File: src/rtl/rv_decode_pkg.sv
// Shared RV32/RV64 decode definitions: format codes, major opcodes and the
// decoded-entry record carried between fetch and decode.
package rv_decode_pkg;

    // Widest supported XLEN; narrower pipelines keep the low bits of pc/imm.
    localparam int MAX_XLEN = 64;

    localparam logic [2:0] FMT_R       = 3'd0;
    localparam logic [2:0] FMT_I       = 3'd1;
    localparam logic [2:0] FMT_S       = 3'd2;
    localparam logic [2:0] FMT_B       = 3'd3;
    localparam logic [2:0] FMT_U       = 3'd4;
    localparam logic [2:0] FMT_J       = 3'd5;
    localparam logic [2:0] FMT_ILLEGAL = 3'd7;

    localparam logic [6:0] OP_OP     = 7'b0110011;
    localparam logic [6:0] OP_OP_IMM = 7'b0010011;
    localparam logic [6:0] OP_LOAD   = 7'b0000011;
    localparam logic [6:0] OP_JALR   = 7'b1100111;
    localparam logic [6:0] OP_SYSTEM = 7'b1110011;
    localparam logic [6:0] OP_STORE  = 7'b0100011;
    localparam logic [6:0] OP_BRANCH = 7'b1100011;
    localparam logic [6:0] OP_LUI    = 7'b0110111;
    localparam logic [6:0] OP_AUIPC  = 7'b0010111;
    localparam logic [6:0] OP_JAL    = 7'b1101111;

    typedef struct packed {
        logic [MAX_XLEN-1:0] pc;
        logic [31:0]         instr;
        logic [2:0]          fmt;
        logic [MAX_XLEN-1:0] imm;
    } dec_entry_t;

endpackage

File: src/rtl/instr_field_decode.sv
// Combinational format classifier and immediate generator for one RISC-V
// instruction word; shared by the IF/ID buffer and the EX stage.
module instr_field_decode
    import rv_decode_pkg::*;
#(
    parameter int XLEN = 32
) (
    input  logic [31:0]     instr,
    output logic [2:0]      fmt,
    output logic [XLEN-1:0] imm
);

    logic [31:0] imm32;

    // NOTE: every output of this always_comb gets a default before the case, so no latch can be inferred.
    always_comb begin
        fmt   = FMT_ILLEGAL;
        imm32 = '0;
        case (instr[6:0])
            OP_OP: fmt = FMT_R;
            OP_OP_IMM, OP_LOAD, OP_JALR, OP_SYSTEM: begin
                fmt   = FMT_I;
                imm32 = {{20{instr[31]}}, instr[31:20]};
            end
            OP_STORE: begin
                fmt   = FMT_S;
                imm32 = {{20{instr[31]}}, instr[31:25], instr[11:7]};
            end
            OP_BRANCH: begin
                fmt   = FMT_B;
                imm32 = {{19{instr[31]}}, instr[31], instr[7], instr[30:25], instr[11:8], 1'b0};
            end
            OP_LUI, OP_AUIPC: begin
                fmt   = FMT_U;
                imm32 = {instr[31:12], 12'b0};
            end
            OP_JAL: begin
                fmt   = FMT_J;
                imm32 = {{11{instr[31]}}, instr[31], instr[19:12], instr[20], instr[30:21], 1'b0};
            end
            default: ;
        endcase
    end

    // Every 32-bit immediate already carries instr[31] in bit 31, so widening is a plain sign extension.
    assign imm = XLEN'($signed(imm32));

endmodule

File: src/rtl/instr_decode_buffer.sv
// IF/ID decoupling FIFO: decodes fetched words on entry and presents the
// oldest decoded entry to the decode/register-read stage.
module instr_decode_buffer
    import rv_decode_pkg::*;
#(
    parameter  int XLEN  = 32,
    parameter  int DEPTH = 4,
    localparam int CW    = $clog2(DEPTH + 1)
) (
    input  logic            clk,
    input  logic            rst,
    input  logic            flush,
    input  logic            in_valid,
    output logic            in_ready,
    input  logic [31:0]     in_instr,
    input  logic [XLEN-1:0] in_pc,
    output logic            out_valid,
    input  logic            out_ready,
    output logic [XLEN-1:0] out_pc,
    output logic [31:0]     out_instr,
    output logic [6:0]      opcode,
    output logic [4:0]      rd_addr,
    output logic [2:0]      funct3,
    output logic [4:0]      rs1_addr,
    output logic [4:0]      rs2_addr,
    output logic [6:0]      funct7,
    output logic [2:0]      fmt,
    output logic [XLEN-1:0] imm,
    output logic [CW-1:0]   count
);

    localparam int PW = $clog2(DEPTH);

    dec_entry_t      mem [DEPTH];
    dec_entry_t      head;
    logic [PW-1:0]   rd_ptr;
    logic [PW-1:0]   wr_ptr;
    logic [2:0]      dec_fmt;
    logic [XLEN-1:0] dec_imm;
    logic            push;
    logic            pop;

    instr_field_decode #(.XLEN(XLEN)) u_decode (
        .instr (in_instr),
        .fmt   (dec_fmt),
        .imm   (dec_imm)
    );

    assign in_ready  = (count != CW'(DEPTH));
    assign out_valid = (count != '0);
    assign push      = in_valid && in_ready && !flush;
    assign pop       = out_valid && out_ready && !flush;

    // NOTE: sequential state uses non-blocking assignments so every register samples pre-edge values.
    always_ff @(posedge clk or posedge rst) begin
        if (rst) begin
            rd_ptr <= '0;
            wr_ptr <= '0;
            count  <= '0;
        end else if (flush) begin
            rd_ptr <= '0;
            wr_ptr <= '0;
            count  <= '0;
        end else begin
            if (push) wr_ptr <= wr_ptr + 1'b1;
            if (pop)  rd_ptr <= rd_ptr + 1'b1;
            count <= count + CW'(push) - CW'(pop);
        end
    end

    // NOTE: the storage array has no reset; stale slots are never observed because outputs are masked by out_valid.
    always_ff @(posedge clk) begin
        if (push) begin
            mem[wr_ptr] <= '{pc:    MAX_XLEN'(in_pc),
                             instr: in_instr,
                             fmt:   dec_fmt,
                             imm:   MAX_XLEN'(dec_imm)};
        end
    end

    assign head      = mem[rd_ptr];
    assign out_pc    = out_valid ? XLEN'(head.pc)  : '0;
    assign imm       = out_valid ? XLEN'(head.imm) : '0;
    assign out_instr = out_valid ? head.instr      : '0;
    assign fmt       = out_valid ? head.fmt        : FMT_ILLEGAL;
    assign opcode    = out_instr[6:0];
    assign rd_addr   = out_instr[11:7];
    assign funct3    = out_instr[14:12];
    assign rs1_addr  = out_instr[19:15];
    assign rs2_addr  = out_instr[24:20];
    assign funct7    = out_instr[31:25];

endmodule

File: config.mk
export PLATFORM = sky130hd
export DESIGN_NAME = instr_decode_buffer
export DESIGN_NICKNAME = d
export VERILOG_FILES = /design/src/rtl/rv_decode_pkg.sv /design/src/rtl/instr_field_decode.sv /design/src/rtl/instr_decode_buffer.sv
export SDC_FILE = /design/constraint.sdc
export NUM_CORES = 1
export LEC_CHECK = 0
export ABC_AREA = 1
export BUFFER_PORTS_ARGS = -buffer_cell sky130_fd_sc_hd__buf_2
export CAP_MARGIN = 20
export CORE_MARGIN = 5
export CORE_UTILIZATION = 25
export DETAILED_ROUTE_END_ITERATION = 8
export SETUP_SLACK_MARGIN = 0.05
export SLEW_MARGIN = 20
export SYNTH_ARGS = -nofsm -noshare
export SYNTH_HDL_FRONTEND = slang
export SYNTH_HIERARCHICAL = 1
export SYNTH_SLANG_ARGS = --single-unit
File: constraint.sdc
create_clock -name clk -period 8.3 [get_ports clk]
set_input_delay 0.83 -clock clk [delete_from_list [all_inputs] [get_ports clk]]
set_output_delay 0.83 -clock clk [all_outputs]
set_load 0.01 [all_outputs]
==> metrics <==
wire per inst=16.4 um; worst skew pair latency=0.57 ns; Mapped Nets=1901; Nets=2057; static leakage=9.68 nW; CTS max path bufs=3; Tightest Pin Transition=1.04 ns; Final Hold Vio Count=0; H-tree levels=2; Tot GR Track Use=12.1%; slowest CP cell=dfrtp_4; status=finished, final reports clean; IO Port Bufs=204; Reg clk slew, reported paths=0.06 ns; post-CTS repair timing setup buffer count=0; EDFF count, synth=396; Final min period=4.52 ns; num ports=205; Hold Path Class=input pin to async pin; Post-Syn Area per Cell=10.0 sq um; r2r worst-path depth=6; post-synth top area cell=edfxtp_1; Rows=99; Async S/R FF share, synth=1.74%; synth unique cells=24; initial DRC count=836; RD Place Congestion=0.735; met1 WL=21.2 mm; Initial Util=25.1%; initial antenna violation count=6; Synth Warn #=6; post-CTS sizing=0; most common flop cell mapped by yosys=edfxtp_1; # clock sinks=403; crit-path cells=buf_4 -> buf_4 -> nand2_1 -> nand3_1 -> a21oi_1 -> buf_2; hold buffer count at cts=0; final wirelength=48.7 mm; PD cells=301 nW/um^2; Mapped Cells=1825; Worst setup SP type=register; Post-DRT Antenna Nets=0; global route overflow=0; CTS tree=yes; first-pass GRT wire length=72.9 mm; layout cells sized above 1=15.6%; Seq/Total Area, Yosys=65.9%; post-DR vias/cell=4.07; Root Buffer=clkbuf_16; RSZ-0062 raised after global routing=no; detailed-route via count=12100; full die area=78800 sq um; die width=281 um; uppermost routed layer=met5; WL met3=2.59 mm; final hold slack=0.200 ns; relative slew slack=31.0%; vias in the first global route=11700; Commonest cells post-synth=nand2_1 (485), inv_1 (428), edfxtp_1 (396); fmax=221 MHz; multi-input logic area=3920 sq um; drt pass-1 iters=5; hpwl dp=28.7 mm; chip height=281 um; Synth top area share=64.9%; fillers=7538; Sequential Area=12100 sq um; Yosys reg bits=403; Mapped Area=18300 sq um; critical path's most frequent cell=buf_4; Worst Skew=0.0295 ns; Worst VDD drop=0.000223 V; Area contributors post-synth=edfxtp_1 (65%), nand2_1 (9.9%), inv_1 (8.8%); CTS Buf Count=47; largest net degree at the start of global routing=105; Setup TNS=0 ns; worst-path fanout max=78; Critical Path AT=3.69 ns; slowest stage delay, CP=0.84 ns; met2 wire length=23.7 mm; Setup Crit Path Kind=register to output pin; final setup fails=0; Period Utilization, post-route=54.4%; top-count cell post-synth=nand2_1; worst path required time=7.47 ns; endpoint class of the critical path=output pin; core area=72800 sq um; DRC=0; Synth-to-Final Area Change=17.3%; max-slew violations=0; max-cap violations=0
sequential cells by signal, indices dropped and copies added (netlist names):
signal  cells
mem       396
rd_ptr      2
count       3
wr_ptr      2
power breakdown:
part	leakage (nW)	switching, mW	internal, mW
registers	3.70	0.0849	2.37
logic	5.24	1.40	0.601
clock network	0.738	0.813	1.20
routing by layer:
metal | GRT usage, % | vias up
li1 | - | 6048
met1 | 15.8 | 5736
met2 | 20.6 | 270
met3 | 2.37 | 70
met4 | 3.36 | 4
met5 | 0 | -
layout make-up:
class | instances | share of cell area (%)
clock inverter | 25 | 1.14
multi-input combinational | 879 | 18.2
inverter | 432 | 7.59
clock buffer | 57 | 5.85
tap | 959 | 5.58
sequential | 403 | 56.2
timing repair buffer | 218 | 5.37
antenna | 4 | 0.0466
worst max-delay path: cells and delay by family (launching register included):
family          cells  cell delay, ns
flops               1            0.84
simple gates        2            0.24
buf+inv             3            1.80
compound gates      1            0.16
cell families after synthesis:
| kind of cell | share of synthesized area, % |
|---|---|
| adder cells (fa/ha/maj) | 0.519 |
| AND/OR/NAND/NOR | 17.7 |
| AO/OA/AOI/OAI | 3.02 |
| buffers and inverters | 12.9 |
| flip-flops | 65.9 |
cells in the final DEF, fill, tap and decap left out, types with 2 or more instances in the layout:
cell type  instances
nand4_1            4
a21oi_1           97
buf_2            204
nand2_4            3
buf_4             11
dfrtp_4            2
o21ai_0            9
nor2_4             7
nand2_1          485
o211ai_1           3
nor2_1            23
clkbuf_1           8
clkinv_2           9
edfxtp_1         396
bufinv_16          4
clkinv_1           6
diode_2            4
buf_12             2
clkinv_4           6
dfrtp_1            5
clkbuf_16         49
inv_4              2
nand2_2            8
ha_1               6
nand3_1          229
nor2_2             2
inv_1            427
metrics by stage:
stage          worst slack, ns  total power, mW  utilization (%)  instances  cell area [sq um]
2_1_floorplan             2.47             3.89                -       1825              18300
3_3_place_gp              4.21             4.56             27.4       2890              20000
3_5_place_dp              4.24             4.56             27.4       2890              20000
4_1_cts                   3.58             6.62             29.5       2972              21500
5_1_grt                   3.46             6.88             29.5       2975              21500
6_report                  3.78             6.47             29.5       2977              21500
final timing paths:
path | start | end | slack [ns]
max | rd_ptr[0] | out_instr[22] | 3.78
min in group clk | flush | count[1] | 0.46
max in group asynchronous | rst | rd_ptr[1] | 7.82
min | rst | count[1] | 0.20
min reg2reg | wr_ptr[0] | wr_ptr[0] | 0.57
max reg2reg | count[1] | mem[1][53] | 5.11
Power figures use the tool's default switching activity.
